**src/rtl/spi_slave_rsp.sv**
```systemverilog
// SPI responder: oversampled SCK/SS/MOSI, 8-bit frames, all CPOL/CPHA modes.
// Optional sticky overrun/underrun flags on o_err when SPI_SLAVE_OVR_DET_EN is defined.
module spi_slave_rsp #(
  parameter int                DATA_W      = 8,
  parameter int                SYNC_STAGES = 2,
  parameter logic [DATA_W-1:0] IDLE_FILL   = 8'hFF
) (
  input  logic              clk,
  input  logic              rst,
  input  logic              cfg_cpol,
  input  logic              cfg_cpha,
  input  logic              cfg_lsb_first,
  input  logic [DATA_W-1:0] i_tx_data,
  input  logic              i_tx_valid,
  output logic              o_tx_ready,
  output logic [DATA_W-1:0] o_rx_data,
  output logic              o_rx_valid,
  output logic              o_irq,
  input  logic              i_irq_clr,
  output logic              o_busy,
`ifdef SPI_SLAVE_OVR_DET_EN
  output logic [1:0]        o_err,
`endif
  input  logic              i_sck,
  input  logic              i_ss_n,
  input  logic              i_mosi,
  output logic              o_miso,
  output logic              o_miso_oe
);

  localparam int CNT_W = (DATA_W > 1) ? $clog2(DATA_W) : 1;
  localparam logic [0:0] ST_IDLE   = 1'b0;
  localparam logic [0:0] ST_ACTIVE = 1'b1;

  function automatic logic first_bit(input logic [DATA_W-1:0] v,
                                     input logic lsb);
    return lsb ? v[0] : v[DATA_W-1];
  endfunction

  function automatic logic [DATA_W-1:0] shift_on(input logic [DATA_W-1:0] v,
                                                 input logic lsb);
    return lsb ? (v >> 1) : (v << 1);
  endfunction

  logic [SYNC_STAGES:0]   sck_q, ss_q, vld_q;
  logic [SYNC_STAGES-1:0] mosi_q;

  logic [0:0]        state_q, state_d;
  logic              cpol_q, cpol_d, cpha_q, cpha_d, lsb_q, lsb_d;
  logic [CNT_W-1:0]  bit_cnt_q, bit_cnt_d;
  logic [DATA_W-1:0] tx_sr_q, tx_sr_d, rx_sr_q, rx_sr_d;
  logic [DATA_W-1:0] rx_data_q, rx_data_d, hold_q, hold_d;
  logic              rx_valid_q, rx_valid_d, irq_q, irq_d;
  logic              miso_q, miso_d, hold_full_q, hold_full_d;
  logic              armed_q, armed_d;
  logic [1:0]        err_q, err_d;

  logic sck_s, sck_p, ss_s, ss_p, mosi_s;
  logic sck_rise, sck_fall, lead, trail, active;
  logic ss_fall, ss_rise, start, smp_evt, out_evt, done, load;
  logic [DATA_W-1:0] rx_asm, load_data;

  assign sck_s  = sck_q[SYNC_STAGES-1];
  assign sck_p  = sck_q[SYNC_STAGES];
  assign ss_s   = ss_q[SYNC_STAGES-1];
  assign ss_p   = ss_q[SYNC_STAGES];
  assign mosi_s = mosi_q[SYNC_STAGES-1];

  assign sck_rise = sck_s & ~sck_p;
  assign sck_fall = ~sck_s & sck_p;
  assign lead     = cpol_q ? sck_fall : sck_rise;
  assign trail    = cpol_q ? sck_rise : sck_fall;

  // A fall only counts once SS has been seen high on real pin data,
  // so a reset in mid-frame waits for a fresh select.
  assign ss_fall = armed_q & ss_p & ~ss_s;
  assign ss_rise = ~ss_p & ss_s;
  assign active  = (state_q == ST_ACTIVE);
  assign start   = (state_q == ST_IDLE) & ss_fall;
  assign smp_evt = active & ~ss_rise & (cpha_q ? trail : lead);
  assign out_evt = active & ~ss_rise & (cpha_q ? lead : trail);
  assign done    = smp_evt & (bit_cnt_q == CNT_W'(DATA_W - 1));
  assign load    = start | done;

  assign load_data = hold_full_q ? hold_q : IDLE_FILL;
  assign rx_asm    = lsb_q ? {mosi_s, rx_sr_q[DATA_W-1:1]}
                           : {rx_sr_q[DATA_W-2:0], mosi_s};

  // Input synchronizers plus one extra stage for edge detection.
  always_ff @(posedge clk) begin
    if (rst) begin
      sck_q  <= {(SYNC_STAGES+1){cfg_cpol}};
      ss_q   <= '1;
      mosi_q <= '0;
      vld_q  <= '0;
    end else begin
      sck_q  <= {sck_q[SYNC_STAGES-1:0], i_sck};
      ss_q   <= {ss_q[SYNC_STAGES-1:0], i_ss_n};
      mosi_q <= {mosi_q[SYNC_STAGES-2:0], i_mosi};
      vld_q  <= {vld_q[SYNC_STAGES-1:0], 1'b1};
    end
  end

  // Frame FSM, shifters, holding register and interrupt next-state.
  always_comb begin
    state_d     = state_q;
    cpol_d      = cpol_q;
    cpha_d      = cpha_q;
    lsb_d       = lsb_q;
    bit_cnt_d   = bit_cnt_q;
    tx_sr_d     = tx_sr_q;
    rx_sr_d     = rx_sr_q;
    rx_data_d   = rx_data_q;
    rx_valid_d  = 1'b0;
    irq_d       = irq_q;
    miso_d      = miso_q;
    hold_d      = hold_q;
    hold_full_d = hold_full_q;
    armed_d     = armed_q | (vld_q[SYNC_STAGES] & ss_s);
    err_d       = err_q;

    if (start) begin
      state_d   = ST_ACTIVE;
      cpol_d    = cfg_cpol;
      cpha_d    = cfg_cpha;
      lsb_d     = cfg_lsb_first;
      bit_cnt_d = '0;
      if (cfg_cpha) begin
        tx_sr_d = load_data;
      end else begin
        miso_d  = first_bit(load_data, cfg_lsb_first);
        tx_sr_d = shift_on(load_data, cfg_lsb_first);
      end
    end else if (active & ss_rise) begin
      state_d = ST_IDLE;
      miso_d  = 1'b1;
    end else begin
      if (out_evt) begin
        miso_d  = first_bit(tx_sr_q, lsb_q);
        tx_sr_d = shift_on(tx_sr_q, lsb_q);
      end
      if (smp_evt) begin
        rx_sr_d   = rx_asm;
        bit_cnt_d = bit_cnt_q + CNT_W'(1);
        if (done) begin
          bit_cnt_d  = '0;
          rx_data_d  = rx_asm;
          rx_valid_d = 1'b1;
          tx_sr_d    = load_data;
        end
      end
    end

    if (i_tx_valid & ~hold_full_q) begin
      hold_d      = i_tx_data;
      hold_full_d = 1'b1;
    end else if (load & hold_full_q) begin
      hold_full_d = 1'b0;
    end

    if (i_irq_clr) begin
      irq_d = 1'b0;
      err_d = '0;
    end
    if (done) begin
      irq_d = 1'b1;
      if (irq_q) err_d[0] = 1'b1;
    end
    if (load & ~hold_full_q) err_d[1] = 1'b1;
  end

  // State registers.
  always_ff @(posedge clk) begin
    if (rst) begin
      state_q     <= ST_IDLE;
      cpol_q      <= 1'b0;
      cpha_q      <= 1'b0;
      lsb_q       <= 1'b0;
      bit_cnt_q   <= '0;
      tx_sr_q     <= '0;
      rx_sr_q     <= '0;
      rx_data_q   <= '0;
      rx_valid_q  <= 1'b0;
      irq_q       <= 1'b0;
      miso_q      <= 1'b1;
      hold_q      <= '0;
      hold_full_q <= 1'b0;
      armed_q     <= 1'b0;
      err_q       <= '0;
    end else begin
      state_q     <= state_d;
      cpol_q      <= cpol_d;
      cpha_q      <= cpha_d;
      lsb_q       <= lsb_d;
      bit_cnt_q   <= bit_cnt_d;
      tx_sr_q     <= tx_sr_d;
      rx_sr_q     <= rx_sr_d;
      rx_data_q   <= rx_data_d;
      rx_valid_q  <= rx_valid_d;
      irq_q       <= irq_d;
      miso_q      <= miso_d;
      hold_q      <= hold_d;
      hold_full_q <= hold_full_d;
      armed_q     <= armed_d;
      err_q       <= err_d;
    end
  end

  assign o_tx_ready = ~hold_full_q;
  assign o_rx_data  = rx_data_q;
  assign o_rx_valid = rx_valid_q;
  assign o_irq      = irq_q;
  assign o_busy     = active;
  assign o_miso     = miso_q;
  assign o_miso_oe  = active;
`ifdef SPI_SLAVE_OVR_DET_EN
  assign o_err      = err_q;
`else
  logic unused_err;
  assign unused_err = ^err_q;
`endif

endmodule
```
**config.mk**
```make
export PLATFORM = sky130hd
export DESIGN_NAME = spi_slave_rsp
export DESIGN_NICKNAME = d
export VERILOG_FILES = /design/src/rtl/spi_slave_rsp.sv
export SDC_FILE = /design/constraint.sdc
export NUM_CORES = 1
export LEC_CHECK = 0
export ABC_AREA = 1
export BUFFER_PORTS_ARGS = -buffer_cell sky130_fd_sc_hd__buf_2
export CORE_UTILIZATION = 45
export DETAILED_ROUTE_END_ITERATION = 8
export MAX_ROUTING_LAYER = met4
export PLACE_DENSITY_LB_ADDON = 0.2
export SLEW_MARGIN = 40
export SYNTH_ARGS = -nofsm -noshare
export SYNTH_HDL_FRONTEND = slang
export SYNTH_SLANG_ARGS = --single-unit
```
**constraint.sdc**
```tcl
create_clock -name clk -period 1.7 [get_ports clk]
set_clock_uncertainty 0.1 [all_clocks]
set_input_delay 0.34 -clock clk [delete_from_list [all_inputs] [get_ports clk]]
set_output_delay 0.34 -clock clk [all_outputs]
set_load 0.005 [all_outputs]
```
### Word-level counts from Yosys, hierarchy flattened

Index checks and enable logic that the tools add are counted.

* add/subtract/negate cells: 1
* equality and inequality tests: 3
* mux-type cells: 30
* bitwise logic cells: 26
* reduce and logical (&&, ||, !) cells: 10

Operator list (count)
* $mux W8: 10
* $mux W1: 18
* $and A1 B1 Y1: 14
* $not A1 Y1: 10
* $mux W3: 2
* $reduce_bool A2 Y1: 3
* $ne A2 B2 Y1 const B: 2
* $reduce_and A2 Y1: 2
* $reduce_and A4 Y1: 1
* $reduce_or A4 Y1: 1
* $add A3 B1 Y3 const B: 1
* $eq A3 B3 Y1 const B: 1
* $reduce_and A3 Y1: 1
* $reduce_bool A3 Y1: 1
* $or A1 B1 Y1: 2
* $reduce_or A2 Y1: 1

* bits in registers: 55
* input port bits: 18
* output and inout bits: 14
* word-level logic and storage cells: 89

### Logic depth before layout (Yosys ltp)

* depth in word-level cells: 10
* gate-level depth with buffers: 10
* mapped depth without buffers: 9

### Least setup slack after synthesis

Ideal clock, no wire load.

* kind: reg2reg
* start: register state_q (netlist: o_busy)
* end: register miso_q (netlist: o_miso)
* setup time: 0.119 ns
* arrival time: 1.183 ns
* slack: 0.298 ns
* cell stages (with the launch flop): 9
* buffers on the path: 1
* clock period less this slack: 1.402 ns
* cell sequence: dfxtp_1 > inv_1 > nor2_4 > buf_4 > nand3_4 > nand2_1 > nand2_1 > a21oi_1 > o21ai_1

* longest elaborated chain between the ends: 4
* elaborated cells on any way between the ends: 10

Ends and longest elaborated chain
* start: declaration: RTL line 48 `logic [0:0] state_q, state_d;`
* start signal: assignment: RTL line 191 `state_q <= state_d;`
* $and A1 B1 Y1 or $not A1 Y1 (tied branches): RTL line 81, 79
* $and A1 B1 Y1 (on tied branches): RTL line 81, 79
* $reduce_bool A3 Y1 (no source line) or $ne A2 B2 Y1 (tied branches)
* $reduce_and A2 Y1 (no source line)
* end signal: assignment: RTL line 201 `miso_q <= miso_d;`
* end: declaration: RTL line 54 `logic miso_q, miso_d, hold_full_q, hold_full_d;`

Parallel ways exist; a longest one is shown, timed or not.
A chain may end at the register's enable or synchronous reset.

### Worst setup path in the final report

* start: register cpol_q
* end: register tx_sr_q[0]

* longest elaborated chain between the ends: 8
* elaborated cells on any way between the ends: 12

Ends and longest elaborated chain
* start: declaration: RTL line 49 `logic cpol_q, cpol_d, cpha_q, cpha_d, lsb_q, lsb_d;`
* start signal: assignment: RTL line 192 `cpol_q <= cpol_d;`
* $mux W1 (on tied branches): RTL line 72, 71
* $mux W1 (on tied branches): RTL line 81, 80
* $and A1 B1 Y1 (on tied branches): RTL line 81, 80
* $mux W8 or $and A1 B1 Y1 (tied branches): RTL line 138, 82
* $mux W8: RTL line 145 `if (done) begin`
* $mux W8 (*): RTL line 142 `if (smp_evt) begin`
* $mux W8 (*): RTL line 134 `end else if (active & ss_rise) begin`
* $mux W8 (*): RTL line 122 `if (start) begin`
* end signal: assignment: RTL line 196 `tx_sr_q <= tx_sr_d;`
* end: declaration: RTL line 51 `logic [DATA_W-1:0] tx_sr_q, tx_sr_d, rx_sr_q, rx_sr_d;`

Mark *: on every way between the ends. The rest lies on a longest branch, timed or not. The select of a mux whose other input is x is not followed.

==> impl_metrics.env <==
export IMPL_fmax_mhz=649
export IMPL_synth_most_common_cell="nand2_1"
export IMPL_synth_distinct_cells=30
export IMPL_cp_data_arrival_time_ns=1.69
export IMPL_synth_area_leaders="dfxtp_1 (43%), o21ai_0 (11%), nand2_1 (9.1%), nor2_1 (7.2%), inv_1 (4.8%)"
export IMPL_ys_warn_count=0
export IMPL_drtAntennaViolNets=0
export IMPL_io_buffers=31
export IMPL_finalHoldViolations=0
export IMPL_worstReg2RegStart="cpol_q$_SDFFE_PP0P_"
export IMPL_die_h_um=77.4
export IMPL_rows=27
export IMPL_reg2reg_to="tx_sr_q[0]$_SDFFE_PP0P_"
export IMPL_layout_drive_gt1_share_pct=16.7
export IMPL_avgSynthCellArea_um2=7.13
export IMPL_hold_ws_ns=0.109
export IMPL_use_met3_pct=3.76
export IMPL_cp_required_ns=1.85
export IMPL_drtPass1Iterations=4
export IMPL_clk_pin_slew_ns=0.10
export IMPL_ios=32
export IMPL_setup_violations=0
export IMPL_r2r_cells=9
export IMPL_finalWirelength_um=5750
export IMPL_cp_max_fo=16
export IMPL_drv_cap=0
export IMPL_grt_pass1_vias=2100
export IMPL_root_buffer="clkbuf_8"
export IMPL_cts_buffers=5
export IMPL_ys_seq_elements=55
export IMPL_antenna_found_initial=0
export IMPL_p_leak_nw=1.24
export IMPL_gp_congestion=0.839
export IMPL_synth_commonest_cells="nand2_1 (62), o21ai_0 (56), dfxtp_1 (55)"
export IMPL_startpoint_type="register"
export IMPL_crit_end="tx_sr_q[0]$_SDFFE_PP0P_"
export IMPL_grtUsageMet1_pct=30.8
export IMPL_initial_core_util_pct=46.5
export IMPL_overflow=0
export IMPL_clock_latency_ns=0.31
export IMPL_synth_edff_count=0
export IMPL_cts_htree_levels=2
export IMPL_power_density_nw_per_um2=845
export IMPL_netlist_instances=359
export IMPL_grt_max_degree=18
export IMPL_slew_viol_final=0
export IMPL_vias_per_cell=5.06
export IMPL_post_dp_hpwl_um=4090
export IMPL_end_kind="register"
export IMPL_routed_via_count=2333
export IMPL_cts_setup_buffers=0
export IMPL_syn2layout_area_growth_pct=13.9
export IMPL_post_drt_wl_per_cell_um=12.5
export IMPL_ys_seq_area_share_pct=43.0
export IMPL_cp_startpoint="cpol_q$_SDFFE_PP0P_"
export IMPL_rrSetupSlack_ns=0.16
export IMPL_worst_slew_pin_slew_ns=0.337
export IMPL_ir_drop_mv=0.452
export IMPL_drcViolationCount=0
export IMPL_setup_worst_path_class="reg2reg"
export IMPL_core_area_um2=5510
export IMPL_dieArea_um2=6000
export IMPL_hold_path_class="in2reg"
export IMPL_antenna_cells=0
export IMPL_grt_pass1_wl_um=9910
export IMPL_grtUsageTotal_pct=21.2
export IMPL_syn_nets=379
export IMPL_total_power_mw=2.46
export IMPL_netlist_area_um2=2560
export IMPL_min_period_ns=1.54
export IMPL_netlist_area_leader_share_pct=43.0
export IMPL_nets=408
export IMPL_clock_sinks=55
export IMPL_synthFlopType="dfxtp_1"
export IMPL_synthArstFlopShare_pct=0
export IMPL_grt_busiest_layer="met1"
export IMPL_grt_met2_usage_pct=29.6
export IMPL_maxSlewHeadroom_pct=77.3
export IMPL_rsz0062_at_grt="false"
export IMPL_outcome="completed"
export IMPL_max_clock_path_buffers=2
export IMPL_cts_tree="done"
export IMPL_first_iter_violations=191
export IMPL_synth_largest_area_cell="dfxtp_1"
export IMPL_period_share_pct=90.6
export IMPL_tns_ns=0
export IMPL_fp_dieW_um=77.4
-- where the power goes --
group	total [mW]	switching, mW	internal, mW
Sequential	1.35	0.0219	1.33
Combinational	0.228	0.152	0.0764
Clock	0.886	0.440	0.446
Total	2.46	0.613	1.85
-- placed cells by master (no fill, tap or decap) --
master	netlist	routed
a221o_1	1	1
buf_2	5	31
buf_4	4	10
inv_6	0	1
nand4_1	9	9
o21a_1	1	1
nor2_2	1	2
o31ai_1	1	1
inv_2	2	2
nand2_1	62	62
clkbuf_1	8	1
nor2_1	49	48
inv_1	33	33
dfxtp_1	55	55
nand2_2	1	1
nand3_2	5	3
clkbuf_8	0	5
bufinv_16	0	1
buf_12	0	1
nand3_1	22	22
nor3_1	6	6
o21ai_1	1	1
a21oi_1	24	24
or2_2	2	2
ha_1	2	2
inv_4	1	1
o21ai_0	56	56
o22ai_1	1	1
nor2_4	1	1
nand4_4	1	1
o211a_1	1	1
nand3_4	1	3
-- timing repair --
| action | in CTS | in global routing |
|---|---|---|
| hold buffers | 0 | 0 |
| hold endpoints to repair | 0 | 0 |
| endpoints found under the setup margin | 0 | 2 |
| resized for setup | 0 | 3 |
-- worst max-delay path, cell delays in order, from the launching register on --
cell	delay, ns
dfxtp_1	0.35
inv_1	0.10
nand3_1	0.17
nand3_2	0.16
nand4_4	0.13
inv_4	0.19
nand2_1	0.09
nand3_1	0.08
nand2_1	0.05
nor2_1	0.07
-- area by class of cell --
cell class,count,area [µm²]
clock buffers,6,72.6
clock inverters,2,38.8
fillers,565,2590
inverters,36,138
multi-input cells,248,1230
flip-flops and latches,55,1100
well taps,72,90.1
repair buffers,42,250
-- flip-flops by register name, indices dropped and copies added (netlist names), 2 cells and up --
name,count
hold_q,8
o_rx_data,8
rx_sr_q,8
tx_sr_q,8
bit_cnt_q,3
sck_q,3
ss_q,3
vld_q,3
mosi_q,2
-- stage by stage --
stage | util (%) | instance area [µm²] | setup slack, ns | instances
finish | 53.0 | 2920 | 0.160 | 461
global route | 53.0 | 2920 | 0.00445 | 461
CTS | 52.7 | 2900 | 0.174 | 461
detailed placement | 50.6 | 2790 | 0.192 | 453
global placement | 50.6 | 2790 | 0.137 | 453
floorplan | - | 2560 | 0.298 | 359
-- worst min-delay path by stage --
| stage | depth (start not counted) | to | slack, ns | start |
|---|---|---|---|---|
| after global routing | 2 | ss_q[0]$_SDFF_PP1_ | 0.13 | i_ss_n |
| after global placement | 2 | vld_q[1]$_SDFF_PP0_ | 0.29 | vld_q[0]$_DFF_P_ |
| after floorplan | 2 | mosi_q[1]$_SDFF_PP0_ | 0.29 | mosi_q[0]$_SDFF_PP0_ |
| after CTS | 3 | sck_q[0]$_DFF_P_ | 0.10 | i_sck |
| after detailed placement | 2 | vld_q[1]$_SDFF_PP0_ | 0.30 | vld_q[0]$_DFF_P_ |
| final | 3 | sck_q[0]$_DFF_P_ | 0.11 | i_sck |
-- cells by family (layout without fill, tap and decap cells) --
group | Yosys count | after routing | share of synthesized area (%)
buf+inv | 56 | 86 | 9.77
fa+ha+maj | 2 | 2 | 0.977
compound gates | 86 | 86 | 17.4
simple gates | 160 | 160 | 28.8
flops | 55 | 55 | 43.0
-- metal layers --
layer | wire length [µm] | up-vias
met3 | 257 | 2
met1 | 3010 | 1048
li1 | - | 1231
met2 | 2470 | 52
met5 | 0 | -
met4 | 10 | 0
No activity file was read; power rests on OpenSTA's default activity.
